==> config.mk <==
export PLATFORM = sky130hd
export DESIGN_NAME = glb_rdport_agu_flat
export DESIGN_NICKNAME = d
export VERILOG_FILES = /design/src/rtl/glb_pkg.sv /design/src/rtl/glb_rdport_agu_if.sv /design/src/rtl/glb_sfifo.sv /design/src/rtl/glb_rdport_agu.sv /design/src/flat_wrapper.sv
export SDC_FILE = /design/constraint.sdc
export NUM_CORES = 1
export LEC_CHECK = 0
export CORE_ASPECT_RATIO = 1.5
export CORE_MARGIN = 2
export CORE_UTILIZATION = 59
export DETAILED_ROUTE_END_ITERATION = 10
export GPL_ROUTABILITY_DRIVEN = 0
export PLACE_DENSITY_LB_ADDON = 0.1
export SYNTH_ARGS = -nofsm -noshare
export SYNTH_HDL_FRONTEND = slang
export SYNTH_SLANG_ARGS = --single-unit
export TNS_END_PERCENT = 1
==> constraint.sdc <==
create_clock -name clk -period 11.94 [get_ports clk]
set_clock_uncertainty 0.15 [all_clocks]
set_input_delay 1.791 -clock clk [delete_from_list [all_inputs] [get_ports clk]]
set_output_delay 1.791 -clock clk [all_outputs]
set_load 0.005 [all_outputs]
==> src/rtl/glb_pkg.sv <==
// Shared GLB definitions: read-port AGU state encoding.
package glb_pkg;

  localparam logic [1:0] AGU_IDLE  = 2'd0;
  localparam logic [1:0] AGU_ISSUE = 2'd1;
  localparam logic [1:0] AGU_DRAIN = 2'd2;

  typedef enum logic [1:0] {
    AguIdle  = AGU_IDLE,
    AguIssue = AGU_ISSUE,
    AguDrain = AGU_DRAIN
  } agu_state_e;

endpackage

==> src/rtl/glb_rdport_agu_if.sv <==
// GLB read-port handshakes plus the consumer stream, as seen by the read-port AGU.
interface glb_rdport_agu_if #(
  parameter int unsigned ADDR_WIDTH = 16,
  parameter int unsigned DATA_WIDTH = 256
);

  logic [ADDR_WIDTH-1:0] rd_addr;
  logic                  rd_addr_vld;
  logic                  rd_addr_rdy;
  logic [DATA_WIDTH-1:0] rd_dat;
  logic                  rd_dat_vld;
  logic                  rd_dat_rdy;
  logic [DATA_WIDTH-1:0] out_dat;
  logic                  out_vld;
  logic                  out_last;
  logic                  out_rdy;

  modport master (
    output rd_addr, rd_addr_vld, rd_dat_rdy, out_dat, out_vld, out_last,
    input  rd_addr_rdy, rd_dat, rd_dat_vld, out_rdy
  );

  modport slave (
    input  rd_addr, rd_addr_vld, rd_dat_rdy, out_dat, out_vld, out_last,
    output rd_addr_rdy, rd_dat, rd_dat_vld, out_rdy
  );

endinterface

==> src/rtl/glb_sfifo.sv <==
// Synchronous FIFO with a registered-storage head; shared by GLB read and write ports.
module glb_sfifo #(
  parameter int unsigned WIDTH = 256,
  parameter int unsigned DEPTH = 4
) (
  input  logic                       clk,
  input  logic                       rst_n,
  input  logic                       push,
  input  logic [WIDTH-1:0]           wdata,
  input  logic                       pop,
  output logic [WIDTH-1:0]           rdata,
  output logic                       full,
  output logic                       empty,
  output logic [$clog2(DEPTH):0]     count
);

  localparam int unsigned AW = (DEPTH > 1) ? $clog2(DEPTH) : 1;
  localparam int unsigned CW = $clog2(DEPTH) + 1;

  logic [WIDTH-1:0] mem_q [DEPTH];
  logic [AW-1:0]    wr_ptr_q, rd_ptr_q;
  logic [CW-1:0]    count_q;

  // Power-of-two depth lets the pointers wrap naturally.
  always_ff @(posedge clk or negedge rst_n) begin
    if (!rst_n) begin
      wr_ptr_q <= '0;
      rd_ptr_q <= '0;
      count_q  <= '0;
    end else begin
      if (push) wr_ptr_q <= wr_ptr_q + AW'(1);
      if (pop)  rd_ptr_q <= rd_ptr_q + AW'(1);
      count_q <= count_q + CW'(push) - CW'(pop);
    end
  end

  always_ff @(posedge clk) begin
    if (push) mem_q[wr_ptr_q] <= wdata;
  end

  assign rdata = mem_q[rd_ptr_q];
  assign full  = (count_q == CW'(DEPTH));
  assign empty = (count_q == '0);
  assign count = count_q;

  a_no_overflow: assert property (@(posedge clk) disable iff (!rst_n) !(push && full && !pop));

endmodule

==> src/rtl/glb_rdport_agu.sv <==
// GLB read-port address generator with a credit-protected return FIFO feeding a consumer.
module glb_rdport_agu
  import glb_pkg::*;
#(
  parameter int unsigned ADDR_WIDTH = 16,
  parameter int unsigned DATA_WIDTH = 256,
  parameter int unsigned LEN_WIDTH  = 16,
  parameter int unsigned FIFO_DEPTH = 4
) (
  input  logic                  clk,
  input  logic                  rst_n,
  input  logic                  cfg_start,
  input  logic [ADDR_WIDTH-1:0] cfg_base,
  input  logic [LEN_WIDTH-1:0]  cfg_num,
  input  logic [ADDR_WIDTH-1:0] cfg_stride,
  output logic                  busy,
  output logic                  done,
  glb_rdport_agu_if.master      bus
);

  localparam int unsigned CW = $clog2(FIFO_DEPTH) + 1;
  localparam logic [CW-1:0] CreditMax = CW'(FIFO_DEPTH);

  agu_state_e            state_q, state_d;
  logic [LEN_WIDTH-1:0]  num_q, num_d;
  logic [LEN_WIDTH-1:0]  addr_cnt_q, addr_cnt_d;
  logic [LEN_WIDTH-1:0]  elem_cnt_q, elem_cnt_d;
  logic [ADDR_WIDTH-1:0] stride_q, stride_d;
  logic [ADDR_WIDTH-1:0] addr_q, addr_d;
  logic                  addr_vld_q, addr_vld_d;
  logic                  done_zero_q, done_zero_d;
  logic [CW-1:0]         credit_q, credit_d;
  logic                  addr_hs, out_hs, fifo_full, fifo_empty;
  logic [CW-1:0]         fifo_count;

  assign addr_hs = addr_vld_q & bus.rd_addr_rdy;
  assign out_hs  = bus.out_vld & bus.out_rdy;

  always_comb begin
    state_d     = state_q;
    num_d       = num_q;
    stride_d    = stride_q;
    addr_d      = addr_q;
    addr_vld_d  = addr_vld_q;
    addr_cnt_d  = addr_cnt_q + LEN_WIDTH'(addr_hs);
    elem_cnt_d  = elem_cnt_q + LEN_WIDTH'(out_hs);
    credit_d    = credit_q + CW'(addr_hs) - CW'(out_hs);
    done_zero_d = 1'b0;
    done        = done_zero_q;
    if (addr_hs) addr_d = addr_q + stride_q;

    unique case (state_q)
      AguIdle: begin
        if (cfg_start) begin
          if (cfg_num == '0) begin
            done_zero_d = 1'b1;
          end else begin
            state_d    = AguIssue;
            num_d      = cfg_num;
            stride_d   = cfg_stride;
            addr_d     = cfg_base;
            addr_cnt_d = '0;
            elem_cnt_d = '0;
            addr_vld_d = 1'b1;
          end
        end
      end
      AguIssue: begin
        if (addr_hs && (addr_cnt_d == num_q)) begin
          state_d    = AguDrain;
          addr_vld_d = 1'b0;
        end else if (!addr_vld_q || addr_hs) begin
          // Only present a new address if its credit slot is guaranteed.
          addr_vld_d = (credit_d < CreditMax);
        end
      end
      AguDrain: begin
        if (out_hs && (elem_cnt_d == num_q)) begin
          state_d = AguIdle;
          done    = 1'b1;
        end
      end
      default: state_d = AguIdle;
    endcase
  end

  always_ff @(posedge clk or negedge rst_n) begin
    if (!rst_n) begin
      state_q     <= AguIdle;
      num_q       <= '0;
      stride_q    <= '0;
      addr_q      <= '0;
      addr_vld_q  <= 1'b0;
      addr_cnt_q  <= '0;
      elem_cnt_q  <= '0;
      credit_q    <= '0;
      done_zero_q <= 1'b0;
    end else begin
      state_q     <= state_d;
      num_q       <= num_d;
      stride_q    <= stride_d;
      addr_q      <= addr_d;
      addr_vld_q  <= addr_vld_d;
      addr_cnt_q  <= addr_cnt_d;
      elem_cnt_q  <= elem_cnt_d;
      credit_q    <= credit_d;
      done_zero_q <= done_zero_d;
    end
  end

  glb_sfifo #(
    .WIDTH (DATA_WIDTH),
    .DEPTH (FIFO_DEPTH)
  ) u_ret_fifo (
    .clk   (clk),
    .rst_n (rst_n),
    .push  (bus.rd_dat_vld & bus.rd_dat_rdy),
    .wdata (bus.rd_dat),
    .pop   (out_hs),
    .rdata (bus.out_dat),
    .full  (fifo_full),
    .empty (fifo_empty),
    .count (fifo_count)
  );

  assign bus.rd_addr     = addr_q;
  assign bus.rd_addr_vld = addr_vld_q;
  assign bus.rd_dat_rdy  = ~fifo_full;
  assign bus.out_vld     = ~fifo_empty;
  assign bus.out_last    = bus.out_vld & (elem_cnt_q == num_q - LEN_WIDTH'(1));
  assign busy            = (state_q != AguIdle);

  // Occupancy is a subset of the outstanding credit.
  a_credit_covers_fifo: assert property (@(posedge clk) disable iff (!rst_n)
    credit_q >= fifo_count);

endmodule

==> src/flat_wrapper.sv <==
// flat-port wrapper written by rule: the top's interface ports become plain ports
module glb_rdport_agu_flat import glb_pkg::*;
#(
  parameter int unsigned ADDR_WIDTH = 16,
  parameter int unsigned DATA_WIDTH = 256,
  parameter int unsigned LEN_WIDTH  = 16,
  parameter int unsigned FIFO_DEPTH = 4
)
  (clk, rst_n, cfg_start, cfg_base, cfg_num, cfg_stride, busy, done, bus_rd_addr, bus_rd_addr_vld, bus_rd_dat_rdy, bus_out_dat, bus_out_vld, bus_out_last, bus_rd_addr_rdy, bus_rd_dat, bus_rd_dat_vld, bus_out_rdy);
  glb_rdport_agu_if #(.ADDR_WIDTH(ADDR_WIDTH), .DATA_WIDTH(DATA_WIDTH)) bus_i ();
  input  logic clk;
  input  logic rst_n;
  input  logic cfg_start;
  input  logic [ADDR_WIDTH-1:0] cfg_base;
  input  logic [LEN_WIDTH-1:0] cfg_num;
  input  logic [ADDR_WIDTH-1:0] cfg_stride;
  output logic busy;
  output logic done;
  output wire logic [$bits(bus_i.rd_addr)-1:0] bus_rd_addr;
  output wire logic [$bits(bus_i.rd_addr_vld)-1:0] bus_rd_addr_vld;
  output wire logic [$bits(bus_i.rd_dat_rdy)-1:0] bus_rd_dat_rdy;
  output wire logic [$bits(bus_i.out_dat)-1:0] bus_out_dat;
  output wire logic [$bits(bus_i.out_vld)-1:0] bus_out_vld;
  output wire logic [$bits(bus_i.out_last)-1:0] bus_out_last;
  input wire logic [$bits(bus_i.rd_addr_rdy)-1:0] bus_rd_addr_rdy;
  input wire logic [$bits(bus_i.rd_dat)-1:0] bus_rd_dat;
  input wire logic [$bits(bus_i.rd_dat_vld)-1:0] bus_rd_dat_vld;
  input wire logic [$bits(bus_i.out_rdy)-1:0] bus_out_rdy;
  assign bus_rd_addr = bus_i.rd_addr;
  assign bus_rd_addr_vld = bus_i.rd_addr_vld;
  assign bus_rd_dat_rdy = bus_i.rd_dat_rdy;
  assign bus_out_dat = bus_i.out_dat;
  assign bus_out_vld = bus_i.out_vld;
  assign bus_out_last = bus_i.out_last;
  assign bus_i.rd_addr_rdy = bus_rd_addr_rdy;
  assign bus_i.rd_dat = bus_rd_dat;
  assign bus_i.rd_dat_vld = bus_rd_dat_vld;
  assign bus_i.out_rdy = bus_out_rdy;
  glb_rdport_agu #(.ADDR_WIDTH(ADDR_WIDTH), .DATA_WIDTH(DATA_WIDTH), .LEN_WIDTH(LEN_WIDTH), .FIFO_DEPTH(FIFO_DEPTH)) u_core (.clk(clk), .rst_n(rst_n), .cfg_start(cfg_start), .cfg_base(cfg_base), .cfg_num(cfg_num), .cfg_stride(cfg_stride), .busy(busy), .done(done), .bus(bus_i));
endmodule
# Word level (Yosys, flattened, before mapping)
# Memory sizes are Yosys's and may differ from the RTL's.
# Cells that the tools add are included.
# op_classes
n_addsub,10
mul,0
div,0
order_cmp,1
eq_ne,11
n_shift,0
n_mux,27
n_bitwise,7
reduce_logical,12
# ops
operator,count
$mux W16,10
$eq A16 B16 Y1,3
$add A16 B1 Y16,2
$add A16 B16 Y16,1
$logic_not A16 Y1,1
$sub A16 B1 Y16 const B,1
$mux W1,11
$mux W2,4
$reduce_and A4 Y1,2
$add A3 B1 Y3,2
$pmux W2 S3,1
$sub A3 B1 Y3,2
$add A2 B1 Y2 const B,2
$and A1 B1 Y1,4
$ne A2 B1 Y1 const B,2
$ne A2 B2 Y1 const B,2
$reduce_bool A2 Y1,2
$eq A3 B3 Y1 const B,1
$logic_not A3 Y1,1
$lt A3 B3 Y1 const B,1
$ne A3 B1 Y1 const B,1
$not A1 Y1,3
$reduce_and A3 Y1,1
$eq A2 B1 Y1 const B,1
6 further kinds,7
# totals
regBits,94
latchBits,0
ramBits,1024
mem_bits_ro,0
in_bits,310
output_inout_bits,278
wordCells,81
n_memories,1
# memory_table
memory,words,word_bits,rd,rd_ports_with_merged_regs,wr,line,source
u_core.u_ret_fifo.mem_q,4,256,1,0,1,glb_sfifo.sv:20,logic [WIDTH-1:0] mem_q [DEPTH];

# Logic depth before layout (Yosys ltp)
# depth
depth_word,8
depth_mapped,14
mapped_depth_nobuf,13

# By module
# Synthesis repeated with hierarchy kept, for this count alone.
# hier_totals
hier_cells,2039
hier_area_um2,43419.1
# by_module_without_submodules
module,instances,cells_per_inst,area_each_um2
glb_sfifo,1,1372,37775.0
glb_rdport_agu,1,667,5644.2

# Least setup slack after synthesis
# No wires, ideal clock.
# synth_path
path_kind,input to register
start,in bus_rd_dat_vld
end,mem u_core.u_ret_fifo.mem_q[0][0] (enable)
setup_ns,0.651
t_arrival_ns,7.672
t_required_ns,11.139
path_slack_ns,3.467
path_stages,1
path_cell_list,and3_1
# synth_between
elab_chain_cells,3
# synth_lines
element,line,source
start: declaration,flat_wrapper.sv:27,input wire logic [$bits(bus_i.rd_dat_vld)-1:0] bus_rd_dat_vld;
$and A1 B1 Y1,glb_rdport_agu.sv:117,".push (bus.rd_dat_vld & bus.rd_dat_rdy),"
$mux W1,glb_sfifo.sv:38,if (push) mem_q[wr_ptr_q] <= wdata;
$mux W1 (not written as such),glb_sfifo.sv:38,
end: declaration,glb_sfifo.sv:20,
# Every way passes these cells.

# Worst setup path in the final report
# layout_path
start,in bus_out_rdy
end,out done
# layout_between
elab_chain_cells,6
# layout_lines
element,line,source
start: declaration,flat_wrapper.sv:28,input wire logic [$bits(bus_i.out_rdy)-1:0] bus_out_rdy;
$and A1 B1 Y1 *,glb_rdport_agu.sv:37,assign out_hs = bus.out_vld & bus.out_rdy;
net u_core.out_hs,glb_rdport_agu.sv:33,"logic addr_hs, out_hs, fifo_full, fifo_empty;"
$add A16 B1 Y16,glb_rdport_agu.sv:46,elem_cnt_d = elem_cnt_q + LEN_WIDTH'(out_hs);
$eq A16 B16 Y1,glb_rdport_agu.sv:78,if (out_hs && (elem_cnt_d == num_q)) begin
$logic_and A1 B1 Y1 *,glb_rdport_agu.sv:78,
$mux W1 *,glb_rdport_agu.sv:78,
$mux W1 *,glb_rdport_agu.sv:52,unique case (state_q)
end: declaration,flat_wrapper.sv:18,output logic done;
# Mark *: on every way through the listed nets, which the timed path passes. The rest lies on a longest branch.

==> reports/metrics.csv <==
metric;value;unit
Buf+Inv Stages, Crit Path;3;
number of placed cells counting well taps;3517;
Gate power share;0.341;
Initial Util;0.594;
number of synthesized register bits;1118;
non-filler instance count after layout;3715;
count leader, synth;edfxtp_1;
switching pwr;3.87;mW
final hold viol count;0;
hpwl dp;61900;µm
post-route setup TNS;0;ps
Int Pwr;9.32;mW
fraction of layout cells with a size suffix above 1;0.159;
vias in the first global route;23400;
Final Max Slew Viols;0;
Worst EP required;10000;ps
H-Tree Depth;3;
worst slew pin tran;1100;ps
Final #Nets;3036;
final core utilization;0.733;
FF-to-FF setup slack;7600;ps
Static Leak;17.8;nW
status;completed;
gr usage total;0.257;
Hold Crit Class;flop to flop;
WL final;96500;µm
clock sink count;1118;
post-synth top area share;0.713;
Slew HR;0.269;
Core Region;72500;µm²
initial detailed-routing violation count;1712;
Final Critical Period;7090;ps
FILL cells;4284;
routed wire length per instance;26.0;µm
startpoint types;input pin;
Tcrit/Tclk final;0.594;
register area;33100;µm²
top post-synthesis cells by area;edfxtp_1 (71%), mux4_2 (13%), dfrtp_1 (5.5%), xnor2_1 (1.2%), nand2_1 (1.2%);
EDFF count, synth;1024;
Clock Pin Slew Worst Setup and Hold Paths;70;ps
RSZ-0062 raised after global routing;no;
Crit path max-delay family;simple AND/OR/NAND/NOR gates;
Synth cell types;72;
root buf cell;clkbuf_16;
cts hold-fix bufs;0;
most frequent cells after synthesis;edfxtp_1 (1024), mux4_2 (256), nand2_1 (135);
Area after DPL;50000;µm²
switching part of the total;0.294;
Die Wd;225;µm
total number of vias;22200;
remaining global-route overflow;0;
syn_nets;2430;
critical path peak fanout;8;
Max Cap Viol;0;
DRT Pass-1 Iters;5;
critical path class;input pin to output pin;
main flop type after synthesis;edfxtp_1;
Routed Antenna Nets;0;
WP data arrival;5150;ps
Slowest-stage cell, CP;clkdlybuf4s50_1;
number of I/O pins;588;
CTS resizes;0;
VDD IR-drop max;181;µV
# setup viols final;0;
Sequential Power Share;0.423;
Synth Cell Area;43100;µm²
pwr/cell area;248;nW/µm²
CTS tree;yes;
post-route cell area;53200;µm²
Multi-input gate area;9510;µm²
slowest stage delay, CP;510;ps
Die Ht;335;µm
leading area contributor after synthesis;edfxtp_1;
Max clock buf depth;3;
Worst Setup End Kind;output pin;
fmax;141;MHz
IO Port Bufs;587;
sequential fraction of the synthesis area;0.768;
Synth-to-Final Area Change;23.4;%
DRC viols;0;
global-route wire length before repair;143000;µm
die footprint;75300;µm²
vias per cell;5.98;
clock network fraction of design power;0.237;
Syn. warnings;0;
row cnt;121;
post-CTS setup buffers;0;
initial antenna violation count;28;
Clock Latency Late Sink;660;ps
Mapped Cells;2089;
ys async rst share;0.0841;
critical path cell sequence;clkdlybuf4s50_1 > nand2_1 > inv_1 > ha_1 > nand3_1 > nor2_2 > nand2_1 > o21ai_0 > nand3_1 > nor4_1 > o211a_1 > a31o_1 > clkdlybuf4s50_1;
Syn Area/Cell;20.6;µm²
TritonCTS buffer count;98;
largest net degree at the start of global routing;152;
[area by class of cell]
cell class | count | share of cell area
Tap cell | 922 | 0.0217
Sequential cell | 1118 | 0.623
Antenna cell | 17 | 0.000800
Multi-Input combinational cell | 841 | 0.179
Inverter | 30 | 0.00212
Clock inverter | 57 | 0.00993
Timing Repair Buffer | 606 | 0.114
Clock buffer | 124 | 0.0497
[power by group through the flow]
| stage | registers (mW) | logic [mW] | clock network, mW |
|---|---|---|---|
| after detailed placement | 5.66 | 4.54 | 0 |
| final | 5.57 | 4.49 | 3.12 |
| after floorplan | 5.60 | 2.49 | 0 |
| after global placement | 5.60 | 4.51 | 0 |
| after global routing | 5.64 | 4.82 | 3.32 |
| after CTS | 5.58 | 4.57 | 3.18 |
[worst min-delay path, stage by stage (launching register included)]
cell and delay [ps]:
dfrtp_1 350, nand2_1 50, nand2_1 60
[cell usage in the layout, fill, tap and decap left out, types with 23 or more instances in the layout]
cell type        synthesis  routed
inv_1                   30      30
mux4_2                 256     256
clkbuf_16                0     102
xor2_1                  28      28
nand2_1                135     135
o21ai_0                 23      23
edfxtp_1              1024    1024
ha_1                    28      28
xnor2_1                 58      58
nand3_1                 31      31
dfrtp_1                 94      92
nor2_1                  69      68
clkdlybuf4s50_1          0     586
a21oi_1                 25      25
[routing by layer]
layer,global-route usage,wire length (µm),up-vias
li1,-,-,9695
met1,0.325,36300,11500
met2,0.410,47600,834
met3,0.0888,9060,202
met4,0.107,3380,30
met5,0,193,-
[through the flow]
step / setup WS, ps / total power, mW / hold WS (ps)
after detailed placement: 4910 / 10.2 / 327
after CTS: 4870 / 13.3 / 342
final: 4850 / 13.2 / 339
after floorplan: 3470 / 8.09 / 300
after global placement: 5040 / 10.1 / 316
after global routing: 4610 / 13.8 / 364
[cells by family after synthesis]
| group | Yosys count | share of synthesized area |
|---|---|---|
| DFF | 1118 | 0.768 |
| AOI/OAI and AO/OA | 110 | 0.0169 |
| and+or+nand+nor | 348 | 0.0397 |
| buffers and inverters | 130 | 0.0122 |
| adders and majority gates | 31 | 0.00952 |
| muxes | 265 | 0.136 |
| xor gates and xnor gates | 87 | 0.0180 |
[path summary, 6_finish.rpt]
| kind | startpoint | end | cells past startpoint |
|---|---|---|---|
| worst max register to register | u_core.bus.rd_addr_vld | u_core.bus.rd_addr_vld | 12 |
| min in group asynchronous | rst_n | u_core.stride_q[0] | 1 |
| worst min-delay path | u_core.stride_q[5] | u_core.stride_q[5] | 2 |
| worst max-delay path | bus_out_rdy | done | 13 |
| max in group asynchronous | rst_n | u_core.u_ret_fifo.rd_ptr_q[1] | 2 |
| worst min register to register | u_core.stride_q[5] | u_core.stride_q[5] | 2 |
[registers in the layout, indices dropped and copies added, names as in the netlist]
register                    cells
u_core.u_ret_fifo.count         3
u_core.bus.rd_addr_vld          1
u_core.u_ret_fifo.mem_q      1024
u_core.num_q                   16
u_core.u_ret_fifo.rd_ptr_q      2
u_core.u_ret_fifo.wr_ptr_q      2
u_core.addr_cnt_q              16
u_core.bus.rd_addr             16
u_core.credit_q                 3
u_core.done_zero_q              1
u_core.state_q                  2
u_core.stride_q                16
u_core.elem_cnt_q              16
(Power assumes the default switching activity.)
